### config.mk
export PLATFORM = sky130hd
export DESIGN_NAME = regfile_reader
export DESIGN_NICKNAME = d
export VERILOG_FILES = /design/src/rtl/regfile_reader_pkg.sv /design/src/rtl/regfile_reader_ctrl.sv /design/src/rtl/regfile_reader.sv
export SDC_FILE = /design/constraint.sdc
export NUM_CORES = 1
export LEC_CHECK = 0
export CAP_MARGIN = 25
export CORE_ASPECT_RATIO = 0.5
export CORE_MARGIN = 1.5
export CORE_UTILIZATION = 36
export DETAILED_ROUTE_END_ITERATION = 6
export GPL_TIMING_DRIVEN = 0
export HOLD_SLACK_MARGIN = 0.15
export PLACE_DENSITY_LB_ADDON = 0.05
export SYNTH_ARGS = -nofsm -noshare
export SYNTH_HDL_FRONTEND = slang
export SYNTH_SLANG_ARGS = --single-unit
### constraint.sdc
create_clock -name clk -period 3.84 [get_ports clk]
set_input_delay 0.768 -clock clk [delete_from_list [all_inputs] [get_ports clk]]
set_output_delay 0.768 -clock clk [all_outputs]
set_load 0.01 [all_outputs]
### src/rtl/regfile_reader_pkg.sv
// Shared types and defaults for the register-file read-out engine.
// Holds the FSM state encoding and the window-length clamp.
package regfile_reader_pkg;

    localparam int RF_DATA_W = 32;
    localparam int RF_ADDR_W = 5;
    localparam int RF_NREGS  = 32;

    typedef enum logic [2:0] {
        IDLE,
        ISSUE,
        CAPT,
        SEND,
        FIN
    } rdr_state_e;

    function automatic int unsigned clamp_count(
        input int unsigned cnt,
        input int unsigned nregs
    );
        return (cnt > nregs) ? nregs : cnt;
    endfunction

endpackage

### src/rtl/regfile_reader_ctrl.sv
// Read-out sequencer: walks the address window, paces the read port
// and the stream handshake, and flags the final word.
module regfile_reader_ctrl
    import regfile_reader_pkg::*;
#(
    parameter int ADDR_W = RF_ADDR_W,
    parameter int NREGS  = RF_NREGS
) (
    input  logic              clk,
    input  logic              rst,
    input  logic              start,
    input  logic [ADDR_W-1:0] first_addr,
    input  logic [ADDR_W:0]   count,
    input  logic              abort,
    input  logic              out_ready,
    output logic              rd_en_o,
    output logic [ADDR_W-1:0] addr_o,
    output logic              out_valid_o,
    output logic              capt_o,
    output logic              last_o,
    output logic              clr_o,
    output logic              busy_o,
    output logic              done_o
);

    localparam int REM_W = ADDR_W + 1;

    rdr_state_e        state_q;
    logic [ADDR_W-1:0] addr_q;
    logic [REM_W-1:0]  rem_q;
    logic              rd_en_q;
    logic              valid_q;
    logic              done_q;
    logic [ADDR_W-1:0] addr_nxt;

    assign addr_nxt = (addr_q == ADDR_W'(NREGS - 1)) ? '0 : addr_q + 1'b1;

    always_ff @(posedge clk or negedge rst) begin
        if (!rst) begin
            state_q <= IDLE;
            addr_q  <= '0;
            rem_q   <= '0;
            rd_en_q <= 1'b0;
            valid_q <= 1'b0;
            done_q  <= 1'b0;
        end else begin
            rd_en_q <= 1'b0;
            done_q  <= 1'b0;
            // abort outranks both start and a pending handshake
            if (abort) begin
                state_q <= IDLE;
                valid_q <= 1'b0;
            end else begin
                unique case (state_q)
                    IDLE: begin
                        if (start && count == '0) begin
                            state_q <= FIN;
                            done_q  <= 1'b1;
                        end else if (start) begin
                            addr_q  <= first_addr;
                            rem_q   <= REM_W'(clamp_count(32'(count), NREGS));
                            rd_en_q <= 1'b1;
                            state_q <= ISSUE;
                        end
                    end
                    ISSUE: state_q <= CAPT;
                    CAPT: begin
                        valid_q <= 1'b1;
                        state_q <= SEND;
                    end
                    SEND: begin
                        if (out_ready && rem_q > REM_W'(1)) begin
                            valid_q <= 1'b0;
                            rem_q   <= rem_q - 1'b1;
                            addr_q  <= addr_nxt;
                            rd_en_q <= 1'b1;
                            state_q <= ISSUE;
                        end else if (out_ready) begin
                            valid_q <= 1'b0;
                            done_q  <= 1'b1;
                            state_q <= FIN;
                        end
                    end
                    FIN:     state_q <= IDLE;
                    default: state_q <= IDLE;
                endcase
            end
        end
    end

    assign rd_en_o     = rd_en_q;
    assign addr_o      = addr_q;
    assign out_valid_o = valid_q;
    assign capt_o      = (state_q == CAPT);
    assign last_o      = (rem_q == REM_W'(1));
    assign clr_o       = abort && (state_q != IDLE);
    assign busy_o      = (state_q != IDLE);
    assign done_o      = done_q;

endmodule

### src/rtl/regfile_reader.sv
// Streams a window of register-file words out over valid/ready.
// The sequencer drives the read port; this level captures each word.
module regfile_reader
    import regfile_reader_pkg::*;
#(
    parameter int DATA_W = RF_DATA_W,
    parameter int ADDR_W = RF_ADDR_W,
    parameter int NREGS  = RF_NREGS
) (
    input  logic              clk,
    input  logic              rst,
    input  logic              start,
    input  logic [ADDR_W-1:0] first_addr,
    input  logic [ADDR_W:0]   count,
    input  logic              abort,
    output logic              rd_en,
    output logic [ADDR_W-1:0] rd_addr,
    input  logic [DATA_W-1:0] rd_data,
    output logic              out_valid,
    input  logic              out_ready,
    output logic [DATA_W-1:0] out_data,
    output logic [ADDR_W-1:0] out_addr,
    output logic              out_last,
    output logic              busy,
    output logic              done
);

    logic              capt;
    logic              last;
    logic              clr;
    logic [DATA_W-1:0] data_d, data_q;
    logic [ADDR_W-1:0] oaddr_d, oaddr_q;
    logic              last_d, last_q;

    regfile_reader_ctrl #(
        .ADDR_W (ADDR_W),
        .NREGS  (NREGS)
    ) u_ctrl (
        .clk         (clk),
        .rst         (rst),
        .start       (start),
        .first_addr  (first_addr),
        .count       (count),
        .abort       (abort),
        .out_ready   (out_ready),
        .rd_en_o     (rd_en),
        .addr_o      (rd_addr),
        .out_valid_o (out_valid),
        .capt_o      (capt),
        .last_o      (last),
        .clr_o       (clr),
        .busy_o      (busy),
        .done_o      (done)
    );

    always_comb begin
        data_d  = data_q;
        oaddr_d = oaddr_q;
        last_d  = last_q;
        if (clr) begin
            last_d = 1'b0;
        end else if (capt) begin
            data_d  = rd_data;
            oaddr_d = rd_addr;
            last_d  = last;
        end
    end

    always_ff @(posedge clk or negedge rst) begin
        if (!rst) begin
            data_q  <= '0;
            oaddr_q <= '0;
            last_q  <= 1'b0;
        end else begin
            data_q  <= data_d;
            oaddr_q <= oaddr_d;
            last_q  <= last_d;
        end
    end

    assign out_data = data_q;
    assign out_addr = oaddr_q;
    assign out_last = last_q;

endmodule

==> results.cfg <==
[final_layout]
utilization_pct = 55.85
syn_to_final_growth_pct = 48.33
antenna_cells = 0
drive_gt1_share_pct = 21.40
fin_nets = 351
fin_area_mm2 = 0.003786
fillers = 600
finalNonFillerCells = 391

[yosys]
synth_fp_nets = 249
avgSynthCellArea_um2 = 12.96
ys_types = 41
synth-seq-cells = 55
syn_inst = 197
synth_compound_area_share_pct = 10.93
synthTopCellsByArea = dfrtp_1 (54%), mux2_2 (17%), ha_1 (2.0%)
synth_top_family_by_area = multiplexers
yosysWarnings = 0
syn_area_mm2 = 0.002552
yosys.area.top_type = dfrtp_1
synth-xor-area-share_pct = 0
synth-simple-area-share_pct = 10.88
synthMuxAreaShare_pct = 18.77
synth_seq_area_share_pct = 53.92
synthAdderAreaFrac_pct = 1.961
synth_top_cell_area_share_pct = 53.92

[floorplan]
die_area_mm2 = 0.007635
die_h_um = 62.54
core_mm2 = 0.006779
row_count = 21
initial_core_util_pct = 37.65
io_pins = 95
die_w_um = 122.1

[clocking]
ctsResizeCount = 0
root_buffer = clkbuf_16
postCtsSetupBuffers = 0
cts_sinks = 55
cts-buffers-inserted = 5
htree_levels = 2
holdBufCountCts = 0
cts_tree = done
ctsLongestPathBuffers = 2
clk_latency_ns = 0.29
clkTransAtPathRegs_ns = 0.07

[power_and_ir_drop]
total_power_mw = 2.593
powerDensity_mw_per_mm2 = 684.9
peakVddDrop_v = 0.0003796
leakagePower_nw = 1.571

[drt]
vias_per_cell = 5.097
first_iter_violations = 99
wl_per_cell_um = 15.75
drc = 0
vias = 1993
dr.pass1.iters = 4
wirelength_mm = 6.158
ant_nets = 0

[sta]
finalHoldViolations = 0
slew_headroom_pct = 61.35
skew_ns = 0.01069
rsz0062_at_grt = false
fin_crit_sh_pct = 64.09
setup_tns_ns = 0
max_freq_mhz = 406.3
hold_ws_ns = 0.4589
worstMarginPinSlew_ns = 0.5745
finalCriticalPeriod_ns = 2.461
drv_slew = 0
worst_slack_ns = 1.379
setup_viol = 0

[worst_setup_path]
r2r_slack_ns = 1.73
r2r-start = u_ctrl.rem_q[3]
crit_fanout = 10
critPathKind = input port to flop
crit_start = count[1]
cp_data_arrival_time_ns = 2.64
cp-end-kind = flop
rr_endpoint = u_ctrl.rem_q[1]
rr_worst_depth = 5
crit_end = u_ctrl.rem_q[1]
cp.required_ns = 4.02
cp-start-kind = input port

[placed_design]
dp_cells = 384
port_buffers = 94
place_area_mm2 = 0.003623
hpwl_mm = 4.413
place_ws_ns = 1.076
gp_congestion = 0.7835

[global_routing]
antenna_found_initial = 0
grtUsageTotal_pct = 17.63
grt_start_max_net_pins = 34
grt_pass1_vias = 2132
grt_pass1_wl_mm = 10.41
grt_overflow = 0

[flow_run]
max-cap-violations = 0

[worst_hold_path]
worstHoldPathType = input port to asynchronous set/reset pin

[outcome]
status = completed
-- cell families (layout without fill, tap and decap cells) --
group           Yosys count  count (layout)
compound gates           34              34
fa+ha+maj                 4               4
buf+inv                  14             116
flops                    55              55
mux                      42              42
simple gates             48              48
-- final cells by class --
type                    instances  area [um2]  area share [%]
plain buffers                  10       75.07           1.983
clock buffers                   5       125.1           3.305
clock inverters                 2       37.54          0.9914
inverters                       4       15.01          0.3966
multi-input cells             128        1086           28.68
flip-flops and latches         55        1376           36.35
well taps                      92       115.1           3.040
repair buffers                 95       955.9           25.25
-- report_power, final --
part           switching [mW]  leakage [nW]  internal, mW  total, mW
clock network           0.208        0.0759         0.304      0.512
registers               0.160         0.670         0.828      0.988
logic                   0.410         0.826         0.683       1.09
total                   0.777          1.57          1.82       2.59
-- worst min-delay path by stage --
stage | startpoint | end | slack [ns] | depth (start not counted)
after floorplan | rst | out_addr[0] | 0.47 | 0
after global placement | out_last | out_last | 0.49 | 2
after detailed placement | out_data[17] | out_data[17] | 0.49 | 1
after CTS | rst | u_ctrl.rem_q[0] | 0.48 | 1
after global routing | rst | u_ctrl.rd_en_o | 0.49 | 1
final | rst | u_ctrl.rem_q[0] | 0.46 | 1
-- cell usage in the layout (no fill, tap or decap), drive strengths merged, types with 2 or more instances in the layout --
master         netlist  layout
a211o                2       2
a21oi                8       8
a221o                3       3
buf                  8      10
clkbuf               2       7
clkdlybuf4s50        0      93
dfrtp               55      55
ha                   4       4
inv                  4       4
mux2                41      41
nand2               11      11
nand3                5       5
nand3b               3       3
nor2                10      10
nor3                 2       2
nor3b                4       4
nor4                 3       3
o21ai                4       4
o2bb2ai              5       5
or3                  4       4
-- cells in the mapped netlist --
cell	n
nand3_1	5
dfrtp_1	55
a31oi_1	1
o2bb2ai_1	5
nand3b_1	3
a221o_1	3
o2111ai_1	1
a211oi_1	1
o211ai_4	1
mux2i_1	1
or3b_2	1
or4_4	1
or3_1	4
nor4_1	3
ha_1	4
and3_1	1
o21ai_0	4
buf_2	3
nor2_1	10
a32oi_1	1
buf_4	1
a21bo_4	1
o32a_1	1
nand4b_1	1
a211o_1	2
mux2_4	2
a21o_4	1
inv_1	4
nor3_1	2
o32ai_1	1
a21oi_1	8
and3b_1	1
o31ai_1	1
buf_6	4
o31a_1	1
clkbuf_1	2
mux2_2	39
nor3b_1	4
nand2_1	11
nor4b_4	1
a41oi_1	1
-- metal layers --
layer | routed length, um | track usage (%)
met1 | 2725 | 22.10
met2 | 2946 | 28.16
met3 | 444 | 7.299
met4 | 42 | 4.797
met5 | 0 | 0
-- worst max-delay path: stages --
cell             delay (ns)
clkdlybuf4s50_1        0.43
nor4_1                 0.55
a21bo_4                0.27
a21o_4                 0.16
buf_6                  0.15
mux2_4                 0.30
-- registers in the layout, indices dropped and copies added (netlist names) --
name,cells
out_data,32
u_ctrl.rem_q,6
out_addr,5
u_ctrl.addr_o,5
u_ctrl.state_q,3
out_last,1
u_ctrl.done_o,1
u_ctrl.out_valid_o,1
u_ctrl.rd_en_o,1
No activity file was read; power rests on OpenSTA's default activity.
==> variant, RTL diff (config.mk and constraints unchanged) <==
The package constant `RF_ADDR_W` goes from 5 to 4.
--- a/src/rtl/regfile_reader_pkg.sv
+++ b/src/rtl/regfile_reader_pkg.sv
@@ -4,5 +4,5 @@
 
     localparam int RF_DATA_W = 32;
-    localparam int RF_ADDR_W = 5;
+    localparam int RF_ADDR_W = 4;
     localparam int RF_NREGS  = 32;
 
Interface: changed (resized count, first_addr, out_addr and rd_addr); port bits go from 95 to 91. The function was not compared with the original's and may differ.
==> variant against the original RTL <==
Synthesized area shrank 7.7%. Wire length down 17%. Sequential share of layout area up 0.66 points. Total power is 21% lower. Setup slack worse by 0.052 ns. Global-route usage shrank 2.4 points. Final area decreased by 7.1%. Utilization grew 1.0 points. Sequential power is 15% lower. Sequential cell count down 3. Largest cell class unchanged.
==> variant: results (changes against the original RTL) <==
outcome completed (unchanged); post-cts sizing count 0 (unchanged); Net Count, Synth 228 (was 249); top post-synthesis cells by area dfrtp_1 55%, mux2_2 9.1%, mux2_1 8.1% (was dfrtp_1 54%, mux2_2 17%, ha_1 2.0%); total CTS buffers 5 (unchanged); Unique masters post-synth 44 (was 41); leakage power 0.00147 uW (was 0.00157 uW); global-route wire length before repair 8200 um (was 10400 um); CP max stage cell clkdlybuf4s50_1 (was nor4_1); largest net degree at the start of global routing 41 (was 34); placed inst area 0.00337 mm^2 (was 0.00362 mm^2); Max stage delay on crit path 0.50 ns (was 0.55 ns); Clock Tree Buf Depth 2 (unchanged); GRT Residual Overflow 0 (unchanged); vias per inst 4.85 (was 5.10); n_diodes 0 (unchanged); cells on worst reg2reg path 6 (was 5); FILL cells 568 (was 600); DR vias 1772 (was 1993); Root Driver clkbuf_16 (unchanged); Synth Instances 179 (was 197); sequential-to-total area share from yosys stat 55.3% (was 53.9%); worst setup path start u_ctrl.state_q[0] (was count[1]); delay-heaviest family, CP buffers and inverters (unchanged); Synth Warn # 0 (unchanged); RR Startpoint u_ctrl.rem_q[1] (was u_ctrl.rem_q[3]); max reg flops 32 (unchanged); commonest cells in the synthesized netlist 52 x dfrtp_1, 19 x mux2_2, 17 x mux2_1 (was 55 x dfrtp_1, 39 x mux2_2, 11 x nand2_1); Peak VDD IR 184 uV (was 380 uV); I/O Buffers 89 (was 94); Synth async-reset ratio 100% (unchanged); worst-margin pin slew 0.694 ns (was 0.574 ns); Place WS 1.12 ns (was 1.08 ns); reg-to-reg critical path endpoint u_ctrl.rem_q[1] (unchanged); dpl hpwl 3890 um (was 4410 um); minimum clock period 2.51 ns (was 2.46 ns); Worst Setup EP busy (was u_ctrl.rem_q[1]); share of cells above drive strength 1 16.6% (was 21.4%); RD Place Congestion 0.823 (was 0.784); clock latency on the worst-skew pair 0.29 ns (about the same); Placed Cells 357 (was 384); Nets 325 (was 351); Tot GR Track Use 15.2% (was 17.6%); Clock Skews 0.00602 ns (was 0.0107 ns); DR iter-0 viols 62 (was 99); vias in the first global route 1679 (was 2132); drt total wl 5130 um (was 6160 um); initial antenna violation count 0 (unchanged); r2r setup slk 1.64 ns (was 1.73 ns); Worst Path Arrival 1.75 ns (was 2.64 ns); setup bufs post-CTS 0 (unchanged); Hold WC Path Type in -> async (unchanged)
-- variant: cell count changes in the layout (fill, tap and decap cells not counted), moves of 5 or more --
| cell | before | now |
|---|---|---|
| clkdlybuf4s50_1 | 93 | 88 |
| mux2_1 | 0 | 17 |
| mux2_2 | 39 | 19 |
| nand2_1 | 11 | 6 |
| nor2_1 | 10 | 5 |
| o22ai_1 | 0 | 5 |
-- variant: how the worst min path moves through the flow --
stage                      start         endpoint  slack (ns)  cells after the start
detailed placement  out_data[13]     out_data[13]        0.47                      1
global route                 rst  u_ctrl.rem_q[4]        0.39                      1
finish                       rst  u_ctrl.rem_q[4]        0.37                      1
CTS                          rst  u_ctrl.rem_q[4]        0.38                      1
global placement     out_data[5]      out_data[5]        0.47                      1
floorplan                    rst      out_addr[0]        0.47                      0
-- variant: final cells by class --
class | count | area [um^2] | area share (%)
clock inverters | 2 | 16.3 | 0.463
well taps | 88 | 110 | 3.13
repair buffers | 90 | 906 | 25.8
inverters | 6 | 22.5 | 0.641
clock buffers | 6 | 129 | 3.67
flip-flops and latches | 52 | 1300 | 37.0
plain buffers | 9 | 50.0 | 1.42
multi-input cells | 112 | 981 | 27.9
-- variant: where the power goes --
part           internal [uW]  total (uW)  leakage (uW)  switching [uW]
combinational            485         778      0.000768             293
clock                    243         440     0.0000671             197
sequential               734         844      0.000634             110
-- variant: cell families (layout without fill, tap and decap cells) --
logic type	count (synthesis)	count (layout)	share of synthesized area, %
compound gates	34	34	10.9
mux	38	38	18.3
simple gates	37	37	10.8
flops	52	52	55.3
buf+inv	15	113	3.08
fa+ha+maj	3	3	1.59
-- variant: through the flow --
stage | util, % | hold WS, ns
after detailed placement | 54.5 | 0.474
after CTS | 56.9 | 0.380
after floorplan | - | 0.472
after global routing | 56.9 | 0.393
final | 56.9 | 0.373
after global placement | 54.3 | 0.468
-- variant: per-layer routing --
layer	vias up	routed length (um)	track usage (%)
met5	-	0	0
li1	855	-	-
met2	53	2440	25.4
met4	0	30	4.76
met3	5	357	5.34
met1	859	2300	18.9
